`src/rtl/bpsk_pkg.sv`:
```
// Shared types and constants for the BPSK transmitter.
// CORDIC arctangent table is in phase units where 65536 = 2*pi.
package bpsk_pkg;

    localparam int CORDIC_STAGES = 16;

    localparam logic signed [15:0] CORDIC_ATAN [0:CORDIC_STAGES-1] = '{
        16'sd8192, 16'sd4836, 16'sd2555, 16'sd1297, 16'sd651, 16'sd326,
        16'sd163,  16'sd81,   16'sd41,   16'sd20,   16'sd10,  16'sd5,
        16'sd3,    16'sd1,    16'sd1,    16'sd0
    };

    // Complex output sample; packs as {q, i}, matching the receiver's input word.
    typedef struct packed {
        logic signed [15:0] q;
        logic signed [15:0] i;
    } sample_t;

    typedef enum logic [0:0] {IDLE = 1'b0, SEND = 1'b1} mod_state_t;

    // Symmetric clamp to +/-32767 so the output never reaches -32768.
    function automatic logic signed [15:0] sat16(input logic signed [31:0] v);
        if (v > 32'sd32767)       return 16'sd32767;
        else if (v < -32'sd32767) return -16'sd32767;
        else                      return v[15:0];
    endfunction

endpackage

```
`src/rtl/cordic_rotator.sv`:
```
// Rotation-mode CORDIC pipeline, one stage per register, with valid/last
// sideband travelling alongside the data. Every register advances only on ce,
// so backpressure freezes the whole pipe. The final stage's result is
// saturated straight into the output register (no gain compensation).
module cordic_rotator
    import bpsk_pkg::*;
(
    input  logic               clk,
    input  logic               rst_n,
    input  logic               ce,
    input  logic               in_valid,
    input  logic               in_last,
    input  logic signed [31:0] in_x,
    input  logic signed [31:0] in_y,
    input  logic signed [15:0] in_z,
    output logic               out_valid,
    output logic               out_last,
    output logic [3:0]         out_strb,
    output sample_t            out_data
);

    localparam int STAGES = CORDIC_STAGES;

    // vld_pipe[0] qualifies the stage-0 registers, vld_pipe[STAGES] the output.
    logic [STAGES:0]    vld_pipe;
    logic [STAGES:0]    last_pipe;
    logic signed [31:0] x_r [STAGES];
    logic signed [31:0] y_r [STAGES];
    logic signed [15:0] z_r [STAGES];
    logic signed [31:0] x_n [STAGES];
    logic signed [31:0] y_n [STAGES];

    // Micro-rotation of every stage; direction chosen by the residual angle sign.
    always_comb begin
        for (int i = 0; i < STAGES; i++) begin
            if (z_r[i] >= 16'sd0) begin
                x_n[i] = x_r[i] - (y_r[i] >>> i);
                y_n[i] = y_r[i] + (x_r[i] >>> i);
            end else begin
                x_n[i] = x_r[i] + (y_r[i] >>> i);
                y_n[i] = y_r[i] - (x_r[i] >>> i);
            end
        end
    end

    // Pipeline registers, sideband shift registers and saturated output.
    always_ff @(posedge clk or negedge rst_n) begin
        if (!rst_n) begin
            vld_pipe  <= '0;
            last_pipe <= '0;
            out_strb  <= '0;
            out_data  <= '0;
            for (int i = 0; i < STAGES; i++) begin
                x_r[i] <= '0;
                y_r[i] <= '0;
                z_r[i] <= '0;
            end
        end else if (ce) begin
            vld_pipe  <= {vld_pipe[STAGES-1:0], in_valid};
            last_pipe <= {last_pipe[STAGES-1:0], in_last};
            x_r[0]    <= in_x;
            y_r[0]    <= in_y;
            z_r[0]    <= in_z;
            for (int i = 1; i < STAGES; i++) begin
                x_r[i] <= x_n[i-1];
                y_r[i] <= y_n[i-1];
                z_r[i] <= (z_r[i-1] >= 16'sd0) ? z_r[i-1] - CORDIC_ATAN[i-1]
                                               : z_r[i-1] + CORDIC_ATAN[i-1];
            end
            out_strb   <= {4{vld_pipe[STAGES-1]}};
            out_data.i <= sat16(x_n[STAGES-1]);
            out_data.q <= sat16(y_n[STAGES-1]);
        end
    end

    assign out_valid = vld_pipe[STAGES];
    assign out_last  = last_pipe[STAGES];

endmodule

```
`src/rtl/bpsk_modulator.sv`:
```
// BPSK transmitter: serializes AXIS bytes LSB first, holds each bit for SPS
// samples at +/-AMP, and rotates each sample by a free-running NCO phase in a
// CORDIC. Output word is {Q, I}.
// Optional feature: define BPSK_DIFF_EN for differential encoding
// (d_k = b_k ^ d_{k-1}), which removes the receiver's 180-degree ambiguity.
module bpsk_modulator
    import bpsk_pkg::*;
#(
    parameter int          C_S00_AXIS_TDATA_WIDTH = 32,
    parameter int          C_M00_AXIS_TDATA_WIDTH = 32,
    parameter int          SPS                    = 8,
    parameter logic [15:0] PHASE_INC              = 16'd0,
    parameter int          AMP                    = 16384
)(
    input  logic                                  s00_axis_aclk,
    input  logic                                  s00_axis_aresetn,
    input  logic                                  s00_axis_tvalid,
    output logic                                  s00_axis_tready,
    input  logic [C_S00_AXIS_TDATA_WIDTH-1:0]     s00_axis_tdata,
    input  logic [C_S00_AXIS_TDATA_WIDTH/8-1:0]   s00_axis_tstrb,
    input  logic                                  s00_axis_tlast,
    output logic                                  m00_axis_tvalid,
    input  logic                                  m00_axis_tready,
    output logic [C_M00_AXIS_TDATA_WIDTH-1:0]     m00_axis_tdata,
    output logic [C_M00_AXIS_TDATA_WIDTH/8-1:0]   m00_axis_tstrb,
    output logic                                  m00_axis_tlast
);

    localparam int                 SW       = $clog2(SPS);
    localparam logic [SW-1:0]      SMP_LAST = SW'(SPS - 1);
    localparam logic signed [31:0] AMP_P    = 32'(AMP);
    localparam logic [0:0]         ST_IDLE  = IDLE;
    localparam logic [0:0]         ST_SEND  = SEND;

    logic [0:0]         state;
    logic               run;       // holds tready low until the first edge after reset
    logic [7:0]         byte_r;
    logic               last_r;
    logic [2:0]         bit_cnt;
    logic [SW-1:0]      smp_cnt;
    logic [15:0]        phase;
    logic               ce, issue, smp_end, byte_end, s_hs;
    logic               cur_bit, sym_bit;
    logic signed [31:0] amp_s, x0;
    logic signed [15:0] ph_s, z0;
    sample_t            out_data;
    logic [3:0]         out_strb;
    logic               unused_in;

    assign ce       = !m00_axis_tvalid || m00_axis_tready;
    assign issue    = (state == ST_SEND) && ce;
    assign smp_end  = (smp_cnt == SMP_LAST);
    assign byte_end = smp_end && (bit_cnt == 3'd7);
    // End-of-byte tready is combinational so the next byte follows with no gap.
    assign s00_axis_tready = run && ((state == ST_IDLE) || (issue && byte_end));
    assign s_hs     = s00_axis_tvalid && s00_axis_tready;
    assign cur_bit  = byte_r[bit_cnt];

`ifdef BPSK_DIFF_EN
    logic diff_r;
    assign sym_bit = cur_bit ^ diff_r;

    // Differential state advances once per bit; persists across frames.
    always_ff @(posedge s00_axis_aclk or negedge s00_axis_aresetn) begin
        if (!s00_axis_aresetn)   diff_r <= 1'b0;
        else if (issue && smp_end) diff_r <= sym_bit;
    end
`else
    assign sym_bit = cur_bit;
`endif

    // Pre-rotation folds phases beyond +/-90 deg into CORDIC range by negating x.
    always_comb begin
        amp_s = sym_bit ? AMP_P : -AMP_P;
        ph_s  = $signed(phase);
        x0    = amp_s;
        z0    = ph_s;
        if (ph_s > 16'sd16384 || ph_s < -16'sd16384) begin
            x0 = -amp_s;
            z0 = $signed(phase + 16'h8000);
        end
        if (!issue) begin
            x0 = '0;
            z0 = '0;
        end
    end

    // FSM, serializer counters and NCO; all frozen while ce is low in SEND.
    always_ff @(posedge s00_axis_aclk or negedge s00_axis_aresetn) begin
        if (!s00_axis_aresetn) begin
            state   <= ST_IDLE;
            run     <= 1'b0;
            byte_r  <= '0;
            last_r  <= 1'b0;
            bit_cnt <= '0;
            smp_cnt <= '0;
            phase   <= '0;
        end else begin
            run <= 1'b1;
            if (state == ST_IDLE) begin
                if (s_hs) begin
                    byte_r  <= s00_axis_tdata[7:0];
                    last_r  <= s00_axis_tlast;
                    bit_cnt <= '0;
                    smp_cnt <= '0;
                    state   <= ST_SEND;
                end
            end else if (ce) begin
                phase <= phase + PHASE_INC;
                if (smp_end) begin
                    smp_cnt <= '0;
                    if (bit_cnt == 3'd7) begin
                        bit_cnt <= '0;
                        if (s_hs) begin
                            byte_r <= s00_axis_tdata[7:0];
                            last_r <= s00_axis_tlast;
                        end else begin
                            state <= ST_IDLE;
                        end
                    end else begin
                        bit_cnt <= bit_cnt + 3'd1;
                    end
                end else begin
                    smp_cnt <= smp_cnt + SW'(1);
                end
            end
        end
    end

    cordic_rotator u_cordic (
        .clk       (s00_axis_aclk),
        .rst_n     (s00_axis_aresetn),
        .ce        (ce),
        .in_valid  (issue),
        .in_last   (issue && byte_end && last_r),
        .in_x      (x0),
        .in_y      (32'sd0),
        .in_z      (z0),
        .out_valid (m00_axis_tvalid),
        .out_last  (m00_axis_tlast),
        .out_strb  (out_strb),
        .out_data  (out_data)
    );

    assign m00_axis_tdata = C_M00_AXIS_TDATA_WIDTH'(out_data);
    assign m00_axis_tstrb = out_strb;
    assign unused_in      = ^{s00_axis_tstrb, s00_axis_tdata[C_S00_AXIS_TDATA_WIDTH-1:8]};

endmodule

```
`config.mk`:
```
export PLATFORM = sky130hd
export DESIGN_NAME = bpsk_modulator
export DESIGN_NICKNAME = d
export VERILOG_FILES = /design/src/rtl/bpsk_pkg.sv /design/src/rtl/cordic_rotator.sv /design/src/rtl/bpsk_modulator.sv
export SDC_FILE = /design/constraint.sdc
export NUM_CORES = 2
export LEC_CHECK = 0
export CAP_MARGIN = 20
export CORE_UTILIZATION = 40
export CTS_CLUSTER_SIZE = 20
export DETAILED_ROUTE_END_ITERATION = 8
export PLACE_DENSITY = 0.52
export SLEW_MARGIN = 40
export SYNTH_ARGS = -nofsm -noshare
export SYNTH_HDL_FRONTEND = slang
export SYNTH_SLANG_ARGS = --single-unit
export TNS_END_PERCENT = 30
```
`constraint.sdc`:
```
create_clock -name s00_axis_aclk -period 9.8 [get_ports s00_axis_aclk]
set_input_delay 1.47 -clock s00_axis_aclk [delete_from_list [all_inputs] [get_ports s00_axis_aclk]]
set_output_delay 1.47 -clock s00_axis_aclk [all_outputs]
set_load 0.005 [all_outputs]
```
==> impl_metrics.json <==
{
  "skew_ns": 0.0433,
  "dpl.hpwl_mm": 222,
  "unrepaired_setup_endpoints_after_global_routing": "false",
  "grt_first_pass_wirelength_mm": 463,
  "layout.filler_cells": 23878,
  "synth_cell_types": 104,
  "top_signal_layer_used": "met4",
  "worst_setup_path_type": "reg2reg",
  "cts.path.max_buffers": 3,
  "crit_path_end_kind": "flip-flop",
  "synth_flop_cell": "sky130_fd_sc_hd__dfrtp_1",
  "worst_ep_arrival_time_ns": 7.21,
  "timing.slew.headroom_pct": 41.6,
  "synth_edf_count": 0,
  "fmaxAchievable_ghz": 0.152,
  "drt_wl_total_mm": 289,
  "routed_wire_length_per_instance_um": 19.1,
  "die_h_um": 494,
  "routabilityCongestion": 0.891,
  "cts.htree.levels": 4,
  "wl_met2_mm": 128,
  "setup.worst_path.start_class": "flip-flop",
  "clk_pin_slew_worst_paths_ns": 0.06,
  "tritoncts_buffers": 139,
  "holdBufCountCts": 0,
  "fp.dieW_um": 494,
  "fin_setup_tns_ns": 0,
  "worst_pin_slew_ns": 0.877,
  "synth_top_cells_by_area": "sky130_fd_sc_hd__dfrtp_1 (27%), sky130_fd_sc_hd__ha_1 (13%), sky130_fd_sc_hd__a21oi_1 (6.5%), sky130_fd_sc_hd__xnor2_1 (5.9%), sky130_fd_sc_hd__xor2_1 (5.8%)",
  "grt_antenna_before_repair": 3,
  "core-area_um2": 241000,
  "ctsRootBufferMaster": "sky130_fd_sc_hd__clkbuf_16",
  "cts_tree": "yes",
  "clock_sink_count": 1064,
  "grt_util_all_layers_pct": 23.4,
  "postSynth.asyncResetShare_pct": 100,
  "routed-wl-met3_mm": 10.9,
  "post_cts_buffers": 0,
  "report.final.hold_viol_count": 0,
  "status": "finished, final reports clean",
  "yosysSeqAreaShare_pct": 27.5,
  "cts_resized": 0,
  "min_path_type": "reg2reg",
  "met1Wirelength_mm": 144,
  "slew_violations": 0,
  "clk-insertion-delay-late_ns": 0.81,
  "internal_reg_to_reg_setup_slack_ns": 3.22,
  "synth_top_area_cell": "sky130_fd_sc_hd__dfrtp_1",
  "critPathRequiredTime_ns": 10.43,
  "yosysWarnings": 0,
  "final_antenna_net_count": 0,
  "routed-via-count": 85791,
  "most_common_library_cells_after_synthesis": "sky130_fd_sc_hd__nand2_1 (1,303), sky130_fd_sc_hd__a21oi_1 (1,261), sky130_fd_sc_hd__nor2_1 (1,182)",
  "vias_in_the_first_global_route": 81985,
  "dr.pass1.iters": 6,
  "io_buffers": 51,
  "synth.ff_latch_count": 1064,
  "synth.avg_cell_area_um2": 8.09,
  "initial_utilization_pct": 40.3,
  "drive_above_1_share_pct": 4.46,
  "synth_cells": 11978,
  "drtIter0Drc": 5997,
  "avgViaCountPerCell": 5.67,
  "setup_viol_count_final": 0,
  "finalCritPeriodShare_pct": 67.1,
  "yosysMostFrequentCell": "sky130_fd_sc_hd__nand2_1",
  "nNetsFinal": 12953,
  "yosys.area.top_type_share_pct": 27.5,
  "timing.critical_path.fanout_max": 15,
  "die_area_um2": 244000,
  "grt_start_max_net_pins": 190,
  "pin_count": 80,
  "cap_violations": 0,
  "placement_rows": 180,
  "syn_area_um2": 97000,
  "layout-area-overhead-vs-synth_pct": 9.20,
  "drc_violations": 0,
  "grt_overflow": 0,
  "timing.final.crit_period_ns": 6.58
}
-- worst max-delay path, stage by stage, from the launching register on --
cell and delay (ns):
sky130_fd_sc_hd__dfrtp_1 0.53, sky130_fd_sc_hd__or3_1 0.47, sky130_fd_sc_hd__or3_1 0.41, sky130_fd_sc_hd__or3b_2 0.52
sky130_fd_sc_hd__nor4_2 0.52, sky130_fd_sc_hd__o21ai_0 0.37, sky130_fd_sc_hd__ha_1 0.42, sky130_fd_sc_hd__nand4_1 0.17
sky130_fd_sc_hd__o221ai_1 0.21, sky130_fd_sc_hd__nor2b_1 0.20, sky130_fd_sc_hd__a211oi_2 0.38, sky130_fd_sc_hd__nor2_1 0.07
sky130_fd_sc_hd__o41ai_1 0.44, sky130_fd_sc_hd__or4b_1 0.49, sky130_fd_sc_hd__nor4_1 0.38, sky130_fd_sc_hd__a32o_1 0.62
sky130_fd_sc_hd__a41oi_1 0.20
-- layer usage --
layer | vias to the layer above | global-route usage, %
met5 | - | 0
met4 | 0 | 4.82
met3 | 308 | 2.47
met2 | 1443 | 37.1
met1 | 41284 | 34.1
li1 | 42756 | -
-- logic make-up after synthesis --
family	Yosys count	synth area share, %
and+or+nand+nor	3882	18.4
AOI/OAI and AO/OA	3701	23.5
xor gates and xnor gates	1298	11.7
adders and majority gates	1068	14.1
DFF	1064	27.5
buffers and inverters	842	3.41
muxes	122	1.38
other	1	0.00387
-- registers in the layout (all words and copies together), names as in the netlist --
| register | cells |
|---|---|
| u_cordic.vld_pipe | 14 |
| u_cordic.y_r | 396 |
| smp_cnt | 3 |
| u_cordic.out_data | 32 |
| u_cordic.last_pipe | 17 |
| last_r | 1 |
| u_cordic.x_r | 395 |
| bit_cnt | 3 |
| byte_r | 8 |
| run | 1 |
| state | 1 |
| u_cordic.z_r | 193 |
-- final cells by class --
cell class              count  area [um^2]  area share, %
inverters                 438         1640           1.55
diodes                      2         5.00        0.00473
repair buffers            127         1470           1.38
clock inverters            65         1010          0.951
multi-input cells       10074        67200           63.4
well taps                3185         3990           3.76
clock buffers             188         3960           3.74
flip-flops and latches   1064        26600           25.2
-- placed cells by master (no fill, tap or decap), types with 168 or more instances in the layout --
cell type and instances:
sky130_fd_sc_hd__nand2b_1 169, sky130_fd_sc_hd__nor2_1 1177, sky130_fd_sc_hd__xor2_1 638, sky130_fd_sc_hd__nand3_1 168
sky130_fd_sc_hd__nand2_1 1303, sky130_fd_sc_hd__nor3_1 326, sky130_fd_sc_hd__xnor2_1 657, sky130_fd_sc_hd__o31ai_1 197
sky130_fd_sc_hd__ha_1 1030, sky130_fd_sc_hd__a21o_1 349, sky130_fd_sc_hd__o21ai_0 923, sky130_fd_sc_hd__a21oi_1 1261
sky130_fd_sc_hd__inv_1 436, sky130_fd_sc_hd__dfrtp_1 1062
-- through the flow --
step / hold WS (ns) / setup WS (ns) / std cells / instance area, um^2 / util, %
finish: 0.462 / 3.22 / 15143 / 106000 / 44.0
global route: 0.486 / 2.86 / 15143 / 106000 / 44.0
CTS: 0.464 / 3.24 / 15134 / 106000 / 43.9
detailed placement: 0.451 / 3.29 / 14881 / 101000 / 41.8
global placement: 0.448 / 3.31 / 14879 / 101000 / 41.7
floorplan: 0.430 / 4.43 / 11980 / 97000 / -
-- final timing paths --
path | from | endpoint | cells past startpoint
min reg2reg | u_cordic.vld_pipe[15]$_DFFE_PN0N_ | u_cordic.vld_pipe[16]$_DFFE_PN0N_ | 1
min in group asynchronous | s00_axis_aresetn | u_cordic.z_r[62]$_DFFE_PN0N_ | 1
max in group asynchronous | s00_axis_aresetn | u_cordic.y_r[407]$_DFFE_PN0N_ | 5
min | u_cordic.vld_pipe[15]$_DFFE_PN0N_ | u_cordic.vld_pipe[16]$_DFFE_PN0N_ | 1
max reg2reg | u_cordic.x_r[15]$_DFFE_PN0N_ | u_cordic.out_data[21]$_DFFE_PN0N_ | 16
max | u_cordic.x_r[15]$_DFFE_PN0N_ | u_cordic.out_data[21]$_DFFE_PN0N_ | 16
Power is left out: the tool's default activity adds up to more than one toggle a clock period on the data nets, which glitch-free logic cannot reach.
